$ cat config.mk
export PLATFORM = sky130hd
export DESIGN_NAME = avalon_st_adapter_256_to_128
export DESIGN_NICKNAME = d
export VERILOG_FILES = /design/src/rtl/avst_adapter_pkg.sv /design/src/rtl/avalon_st_adapter_256_to_128.sv
export SDC_FILE = /design/constraint.sdc
export NUM_CORES = 1
export LEC_CHECK = 0
export ABC_AREA = 1
export BUFFER_PORTS_ARGS = -buffer_cell sky130_fd_sc_hd__buf_2
export CORE_MARGIN = 1
export CORE_UTILIZATION = 45
export CTS_BUF_LIST = sky130_fd_sc_hd__clkbuf_8
export DETAILED_ROUTE_END_ITERATION = 7
export PLACE_DENSITY = 0.75
export SKIP_CTS_REPAIR_TIMING = 1
export SYNTH_ARGS = -nofsm -noshare
export SYNTH_HDL_FRONTEND = slang
export SYNTH_SLANG_ARGS = --single-unit
$ cat constraint.sdc
create_clock -name clock -period 9.7 [get_ports clock]
set_clock_uncertainty 0.2 [all_clocks]
set_input_delay 1.94 -clock clock [delete_from_list [all_inputs] [get_ports clock]]
set_output_delay 1.94 -clock clock [all_outputs]
set_load 0.03 [all_outputs]
$ cat src/rtl/avst_adapter_pkg.sv
// Shared constants and helpers for the Avalon-ST width adapters.
package avst_adapter_pkg;

    localparam int DEFAULT_OUT_W = 128;
    localparam int DEFAULT_RATIO = 2;

    // Beat counter width; never narrower than one bit.
    function automatic int beat_width(input int ratio);
        return (ratio > 1) ? $clog2(ratio) : 1;
    endfunction

    // Bit offset of the slice sent on a given beat, most-significant slice first.
    function automatic int slice_base(input int beat, input int ratio, input int out_w);
        return (ratio - 1 - beat) * out_w;
    endfunction

endpackage

$ cat src/rtl/avalon_st_adapter_256_to_128.sv
// Avalon-ST downsizer: one OUT_W*RATIO word out as RATIO narrow beats, MSB slice first.
// Packet flags are carried through when AVST_ADAPTER_PKT_EN is defined.
module avalon_st_adapter_256_to_128
    import avst_adapter_pkg::*;
#(
    parameter int OUT_W = DEFAULT_OUT_W,
    parameter int RATIO = DEFAULT_RATIO
) (
    input  logic                   clock,
    input  logic                   reset,
    input  logic [OUT_W*RATIO-1:0] st_in_data,
    input  logic                   st_in_valid,
    output logic                   st_in_ready,
    output logic [OUT_W-1:0]       st_out_data,
    output logic                   st_out_valid,
    input  logic                   st_out_ready
`ifdef AVST_ADAPTER_PKT_EN
    ,
    input  logic                   st_in_startofpacket,
    input  logic                   st_in_endofpacket,
    output logic                   st_out_startofpacket,
    output logic                   st_out_endofpacket
`endif
);

    localparam int IN_W = OUT_W * RATIO;
    localparam int BW   = beat_width(RATIO);
    localparam logic [BW-1:0] LAST_BEAT = BW'(RATIO - 1);

    logic [IN_W-1:0] hold;
    logic [BW-1:0]   beat;
    logic            full;
    logic            last;
    logic            out_fire;
    logic            in_fire;

    assign last         = (beat == LAST_BEAT);
    assign out_fire     = full && st_out_ready;
    // A new word may land in the same cycle the last slice leaves, so output never bubbles.
    assign st_in_ready  = !full || (st_out_ready && last);
    assign in_fire      = st_in_valid && st_in_ready;
    assign st_out_valid = full;

    always_comb begin
        st_out_data = '0;
        for (int i = 0; i < RATIO; i++) begin
            if (beat == BW'(i)) begin
                st_out_data = hold[slice_base(i, RATIO, OUT_W) +: OUT_W];
            end
        end
    end

    always_ff @(posedge clock or posedge reset) begin
        if (reset) begin
            hold <= '0;
            beat <= '0;
            full <= 1'b0;
        end else if (in_fire) begin
            hold <= st_in_data;
            beat <= '0;
            full <= 1'b1;
        end else if (out_fire && last) begin
            full <= 1'b0;
            beat <= '0;
        end else if (out_fire) begin
            beat <= beat + BW'(1);
        end
    end

`ifdef AVST_ADAPTER_PKT_EN
    logic sop_hold;
    logic eop_hold;

    always_ff @(posedge clock or posedge reset) begin
        if (reset) begin
            sop_hold <= 1'b0;
            eop_hold <= 1'b0;
        end else if (in_fire) begin
            sop_hold <= st_in_startofpacket;
            eop_hold <= st_in_endofpacket;
        end
    end

    assign st_out_startofpacket = full && sop_hold && (beat == '0);
    assign st_out_endofpacket   = full && eop_hold && last;
`endif

endmodule

==> results of run 1 <==
==> how the worst max path moves through the flow <==
stage	slack, ns	end	start
global route	4.52	st_out_data[103]	beat
finish	4.67	st_out_data[108]	beat
detailed placement	4.73	st_in_ready	st_out_ready
CTS	4.64	st_out_data[110]	beat
floorplan	0.46	beat	reset
global placement	4.72	st_in_ready	st_out_ready
==> where the power goes <==
group | total, uW | switching (uW) | internal (uW)
clock network | 982 | 425 | 557
logic | 2650 | 1930 | 718
registers | 1870 | 276 | 1590
total | 5500 | 2630 | 2870
==> tightest hold or removal path: stages, from the launching register on <==
cell	delay, ns
dfrtp_1	0.34
nand2_1	0.05
nand2_1	0.04
==> per-stage QoR <==
stage	power (uW)	utilization, %	std cells	cell area [um^2]	setup slack [ns]
after global placement	4479	53.83	2149	13630	4.717
after global routing	5901	57.45	2233	14550	4.518
after floorplan	3786	-	1533	11700	0.4616
after detailed placement	4544	53.83	2149	13630	4.725
after CTS	5548	57.35	2223	14530	4.640
final	5496	57.49	2237	14560	4.673
==> state kept, by name, summed over array words and instances (netlist names) <==
name and count:
hold 256, beat 1, st_out_valid 1
==> per-layer routing <==
metal / wire length (um) / track usage (%) / up-vias
met1: 13900 / 31.70 / 5169
met5: 0 / 0 / -
met4: 1103 / 11.09 / 0
met2: 16010 / 40.18 / 387
met3: 2578 / 6.247 / 75
li1: - / - / 5487
==> layout by cell type, fill, tap and decap left out, types with 5 or more instances in the layout <==
master / synthesis / routed
inv_1: 2 / 10
clkbuf_8: 0 / 59
diode_2: 0 / 14
dfrtp_1: 258 / 257
nand2_1: 901 / 900
nand3_1: 257 / 257
buf_2: 46 / 388
buf_4: 21 / 9
clkinv_2: 0 / 5
==> cells by family (layout without fill, tap and decap cells) <==
| family | after synthesis | in the layout | synth area share (%) |
|---|---|---|---|
| DFF | 258 | 258 | 55.16 |
| AOI/OAI and AO/OA | 1 | 1 | 0.04272 |
| buffers and inverters | 115 | 475 | 4.854 |
| other | 0 | 14 | 0 |
| and+or+nand+nor | 1159 | 1159 | 39.94 |
==> layout make-up <==
class                   instances  share of cell area (%)
repair buffers                399                   14.03
well taps                     330                   2.836
clock inverters                16                  0.6359
diodes                         14                  0.2406
clock buffers                  58                   5.483
inverters                       2                  0.1203
flip-flops and latches        258                   44.37
multi-input cells            1160                   32.28
==> reports/results.ini, run 1 <==
[run_status]
run_status = finished, final reports clean

[yosys]
avgSynthCellArea_um2 = 7.635
synth_area_leaders = dfrtp_1 (55%), nand2_1 (29%), nand3_1 (11%), buf_2 (2.0%), buf_4 (1.3%)
yosys.area.top_type = dfrtp_1
ys_ff_latch = 258
yosysTopAreaCellShare_pct = 55.16
synth_area_um2 = 11700
synthFlopType = dfrtp_1
ys_async_sr_fraction_pct = 100.0
yosysMostFrequentCell = nand2_1
ys_seq_area_share_pct = 55.16
ys_types = 10
ys_top_cells_by_count = nand2_1 (901), dfrtp_1 (258), nand3_1 (257)
synth_fp_nets = 1793
synth-edff-count = 0
ys_warn_count = 0
synth_cells = 1533

[clock_tree]
clkSinkCount = 258
cts_tree = built
cts_buffer_depth = 3
cts_made_buffers = 44
clk_latency_ns = 0.52
cts_max_level = 2
cts_root_buf = clkbuf_8
clk_pin_slew_ns = 0.06

[setup_path]
worstPathBufferInverterCount = 3
path_class = flop to output pin
worstRegToRegCells = 6
required_ns = 7.56
worst-path-max-fanout = 72
crit_path_end_kind = output pin
slowest_stage = buf_4
r2r_start = beat
path_delay_family = buffers and inverters
path_depth = 5
crit_chain = buf_4, buf_4, nand2_1, nand2_1, buf_2
crit_path_start_kind = flop
reg2reg_slack_ns = 6.80
crit_arrival_ns = 2.89
worst_r2r_endpoint = hold[34]
slowest_delay_ns = 0.81

[detailed_routing]
wl_per_cell_um = 15.02
drtIter0Drc = 849
ant_nets = 0
num_vias = 11120
routed_via_density = 4.970
first_pass_iters = 8
drc = 0
drt-total-wl_mm = 33.60

[sta]
fin_crit_sh_pct = 51.82
slew_violations = 0
tightest_slew_ns = 1.063
setup-tns-final_ns = 0
post-route-min-period_ns = 5.027
max_freq_ghz = 0.1989
setup_violations = 0
hold_viol_final = 0
maxSlewHeadroom_pct = 29.16
whs_ns = 0.2687
rsz0062_at_grt = no

[grt]
grt_start_max_net_pins = 211
grt_pass1_vias = 10720
grt_pass1_wl_mm = 53.41
gr-total-overflow = 0
antenna_found_initial = 13
track_usage_pct = 24.95

[floorplanning]
rows = 58
core-area_um2 = 25330
die_area_um2 = 26660
die_height_um = 163.3
die_width_um = 163.3
initial_utilization_pct = 46.21
num_io_pins = 390

[layout]
register_area_um2 = 6460
multi_input_area_um2 = 4701
nFillCells = 2446
layout.nets = 2125
syn_to_final_growth_pct = 24.41
drive_gt1_share_pct = 24.72

[power]
powerDensity_nw_per_um2 = 377.5
p_leak_uw = 0.008645
vdd_drop_max_uv = 316.5

[flow_run]
cap_violations = 0

[min_path]
min_from = hold[70]
holdCritPathClass = flop to flop
hold_path_depth = 2
min_to = hold[70]

[placement]
place.gp.congestion = 0.8156
io_buffer_count = 389
dpl.hpwl_mm = 21.15

Note: power is estimated with default switching activity, not from simulation.
==> run 2: changes to the inputs <==
--- a/config.mk
+++ b/config.mk
@@ -11,7 +11,7 @@
 export CORE_UTILIZATION = 45
 export CTS_BUF_LIST = sky130_fd_sc_hd__clkbuf_8
 export DETAILED_ROUTE_END_ITERATION = 7
-export PLACE_DENSITY = 0.75
+export PLACE_DENSITY = 0.72
 export SKIP_CTS_REPAIR_TIMING = 1
 export SYNTH_ARGS = -nofsm -noshare
 export SYNTH_HDL_FRONTEND = slang
==> constraint.sdc (replaced) <==
create_clock -name clock -period 4.7 [get_ports clock]
set_clock_uncertainty 0.2 [all_clocks]
set_input_delay 0.94 -clock clock [delete_from_list [all_inputs] [get_ports clock]]
set_output_delay 0.94 -clock clock [all_outputs]
set_load 0.03 [all_outputs]
==> run 2 against run 1 <==
  * Worst setup slack lost 4.0 ns
  * Sequential share of layout area fell by 0.28 points
  * Clock-buffer cell count shrank 1
  * Critical path depth stayed put
  * Wire length increased by 2.2%
  * Worst hold slack got worse by 0.00060 ns
  * Largest cell class unchanged
==> reports/results.ini, run 2 (synthesis gave the netlist of run 1 again) <==
[floorplanning]
die_width_um = 163.3
die_height_um = 163.3
num_io_pins = 390
rows = 58
die_area_um2 = 26660
core-area_um2 = 25330
initial_utilization_pct = 46.21

[flow_run]
cap_violations = 0

[clock_tree]
clk_latency_ns = 0.53
clkSinkCount = 258
cts_max_level = 2
clk_pin_slew_ns = 0.06
cts_tree = built
cts_root_buf = clkbuf_8
cts_made_buffers = 45
cts_buffer_depth = 3

[power]
p_leak_uw = 0.008719
vdd_drop_max_uv = 434.5
powerDensity_nw_per_um2 = 778.3

[layout]
drive_gt1_share_pct = 24.87
layout.nets = 2132
final_cell_mix = nand2_1 (900), buf_2 (388), nand3_1 (257), dfrtp_1 (257), clkbuf_8 (58)
stdcell_area_um2 = 14650
syn_to_final_growth_pct = 25.19
multi_input_area_um2 = 4701
nFillCells = 2359
largest-register = hold
largest_reg_flops = 256
register_area_um2 = 6460
final_common_cell = nand2_1

[setup_path]
required_ns = 3.56
crit_chain = inv_4, buf_4, nand2_1, nand2_1, buf_2
path_delay_family = buffers and inverters
worst-path-max-fanout = 72
worstPathBufferInverterCount = 3
reg2reg_slack_ns = 1.44
slowest_delay_ns = 0.73
critical_path.most_common_cell = nand2_1
crit_arrival_ns = 2.89
slowest_stage = dfrtp_4
crit_path_end_kind = output pin
path_class = flop to output pin
crit_path_start_kind = flop

[sta]
finalWorstSetupSlack_ns = 0.6703
setup-tns-final_ns = 0
fin_crit_sh_pct = 85.74
hold_viol_final = 0
setup_violations = 0
maxSlewHeadroom_pct = 32.50
tightest_slew_ns = 1.010
rsz0062_at_grt = no
post-route-min-period_ns = 4.030
max_freq_ghz = 0.2482
slew_violations = 0

[placement]
io_buffer_count = 389
pre_cts_slack_ns = 1.229
dpl.hpwl_mm = 22.10
place.gp.congestion = 0.8296
place_area_um2 = 13730

[detailed_routing]
wl_per_cell_um = 15.31
routed_via_density = 5.037
first_pass_iters = 8
drt-total-wl_mm = 34.34
drc = 0
ant_nets = 0
num_vias = 11300
drtIter0Drc = 889

[grt]
grt_pass1_vias = 10850
grt_start_max_net_pins = 159
track_usage_pct = 25.49
grt_pass1_wl_mm = 54.19
antenna_found_initial = 10
gr-total-overflow = 0

[run_status]
run_status = finished, final reports clean

[min_path]
holdCritPathClass = flop to flop

## run 2: routing by layer
metal | vias to the layer above | global-route usage (%) | part of all wire [%]
met5 | - | 0 | 0.032
met2 | 443 | 40.14 | 47
met4 | 2 | 11.05 | 3.4
met3 | 91 | 5.967 | 8.0
met1 | 5284 | 33.56 | 42
li1 | 5477 | - | -
## run 2: path summary, 6_finish.rpt
kind | from | endpoint | cells past startpoint
min in group asynchronous | reset | hold[151] | 2
hold reg to reg | hold[99] | hold[99] | 2
setup / recovery | beat | st_out_data[95] | 5
hold / removal | hold[99] | hold[99] | 2
max in group asynchronous | reset | hold[159] | 3
setup reg to reg | beat | hold[13] | 6
## run 2: area by class of cell
cell class | instances | area share (%)
inverters | 2 | 0.09394
repair buffers | 405 | 14.59
clock buffers | 57 | 5.354
multi-input cells | 1160 | 32.08
flip-flops and latches | 258 | 44.09
clock inverters | 24 | 0.8454
diodes | 7 | 0.1196
well taps | 330 | 2.818
## run 2: worst reg2reg max path: stages (launching register included)
cell     delay [ns]
dfrtp_4        0.85
nand2_1        0.27
nand2_8        0.48
nand2_4        0.68
buf_12         0.44
nand2_1        0.17
nand2_1        0.06
## run 2: where the power goes
part | switching (uW) | total [uW] | internal [uW]
sequential | 643 | 3930 | 3290
clock | 915 | 2060 | 1140
combinational | 3910 | 5420 | 1500
total | 5470 | 11400 | 5930
## run 2: stage by stage
stage	cells	total power [uW]	hold slack [ns]	utilization (%)
6_report	2243	11400	0.2681	57.85
5_1_grt	2242	12230	0.2826	57.84
4_1_cts	2236	11480	0.2730	57.78
3_5_place_dp	2155	9391	0.2583	54.19
2_1_floorplan	1533	7815	0.2417	-
3_3_place_gp	2155	9278	0.2531	54.19
==> run 3: changes to the inputs <==
==> constraint.sdc (replaced) <==
create_clock -name clock -period 4.6 [get_ports clock]
set_clock_uncertainty 0.2 [all_clocks]
set_input_delay 0.92 -clock clock [delete_from_list [all_inputs] [get_ports clock]]
set_output_delay 0.92 -clock clock [all_outputs]
set_load 0.03 [all_outputs]
==> run 3 against run 2 <==
  * Clock-buffer cell count is the same
  * Global-route usage shrank 0.29 points
  * Critical path type unchanged
  * Register-to-register slack lost 0.03 ns
  * Critical path depth is the same
==> reports/results.ini, run 3 (synthesis gave the netlist of run 1 again) <==
[grt]
grt_pass1_wl_mm = 53.58
gr-total-overflow = 0
antenna_found_initial = 15
track_usage_pct = 25.20
grt_pass1_vias = 10550
grt_start_max_net_pins = 115

[floorplanning]
initial_utilization_pct = 46.21
core-area_um2 = 25330
die_height_um = 163.3
num_io_pins = 390
die_area_um2 = 26660
die_width_um = 163.3
rows = 58

[run_status]
run_status = finished, final reports clean

[clock_tree]
cts_max_level = 2
clk_pin_slew_ns = 0.05
clk_latency_ns = 0.51
clkSinkCount = 258
cts_tree = built
cts_root_buf = clkbuf_8
cts_made_buffers = 45
cts_buffer_depth = 3

[sta]
setup-tns-final_ns = 0
whs_ns = 0.2676
tightest_slew_ns = 1.186
max_freq_ghz = 0.2477
maxSlewHeadroom_pct = 20.92
hold_viol_final = 0
rsz0062_at_grt = no
setup_violations = 0
post-route-min-period_ns = 4.037
fin_crit_sh_pct = 87.76
slew_violations = 0

[layout]
final_common_cell = nand2_1
final_cell_mix = nand2_1 (900), buf_2 (388), nand3_1 (257), dfrtp_1 (257), clkbuf_8 (58)
syn_to_final_growth_pct = 24.76
largest_reg_flops = 256
largest-register = hold
layout.nets = 2133
drive_gt1_share_pct = 24.85

[placement]
io_buffer_count = 389
dpl.hpwl_mm = 22.34
place.gp.congestion = 0.8628

[power]
p_leak_uw = 0.008656
vdd_drop_max_uv = 527.7
powerDensity_nw_per_um2 = 789.3

[detailed_routing]
drtIter0Drc = 941
routed_via_density = 5.076
ant_nets = 0
first_pass_iters = 5
drt-total-wl_mm = 34.17
drc = 0
num_vias = 11370
wl_per_cell_um = 15.26

[setup_path]
required_ns = 3.48
slowest_delay_ns = 0.91
crit_path_end_kind = output pin
crit_arrival_ns = 2.92
critical_path.most_common_cell = nand2_1
worst-path-max-fanout = 105
crit_path_start_kind = flop
path_class = flop to output pin
slowest_stage = inv_4
cp-startpoint = beat
crit_chain = inv_4, buf_4, nand2_1, nand2_1, buf_2
r2r_start = beat

[min_path]
min_from = hold[163]
holdCritPathClass = flop to flop

[flow_run]
cap_violations = 0

==> run 3: critical path, delay by kind of cell, from the launching register on <==
kind / cells / cell delay [ns]
buffers and inverters: 3 / 1.48
flip-flops: 1 / 0.75
AND/OR/NAND/NOR: 2 / 0.13
==> run 3: layout make-up <==
class,count,area (um^2)
antenna,14,35.03
clock inverter,12,48.80
fill,2457,10730
multi-input combinational,1160,4701
tap,330,412.9
clock buffer,57,784.5
timing repair buffer,406,2146
sequential,258,6460
inverter,2,13.76
==> run 3: power by group <==
| part | switching [uW] | internal (uW) |
|---|---|---|
| Clock | 885 | 1090 |
| Sequential | 675 | 3360 |
| Combinational | 3970 | 1540 |
| Total | 5530 | 5990 |
==> run 3: stage by stage <==
step / setup slack, ns / util (%) / cells / cell area (um^2) / total power (uW)
finish: 0.5632 / 57.65 / 2239 / 14600 / 11520
floorplan: 0.08040 / - / 1533 / 11710 / 7985
detailed placement: 1.040 / 54.22 / 2156 / 13730 / 9592
global placement: 1.066 / 54.22 / 2156 / 13730 / 9464
global route: 0.3502 / 57.64 / 2238 / 14600 / 12390
CTS: 0.4628 / 57.51 / 2225 / 14570 / 11620
==> run 3: metal layers <==
metal  track usage, %  part of all wire [%]  up-vias
met4            12.87                   4.3        0
met3            5.942                   7.6       99
li1                 -                     -     5473
met2            39.02                    47      453
met5                0                     0        -
met1            32.98                    41     5340
==> run 3: worst paths after layout <==
| kind | endpoint | slack (ns) | cells after the start |
|---|---|---|---|
| worst max register to register | hold[134] | 1.41 | 5 |
| worst min register to register | hold[163] | 0.27 | 2 |
| min in group asynchronous | hold[23] | 0.31 | 2 |
| max in group asynchronous | hold[31] | 2.86 | 3 |
| worst max-delay path | st_out_data[70] | 0.56 | 5 |
| worst min-delay path | hold[163] | 0.27 | 2 |
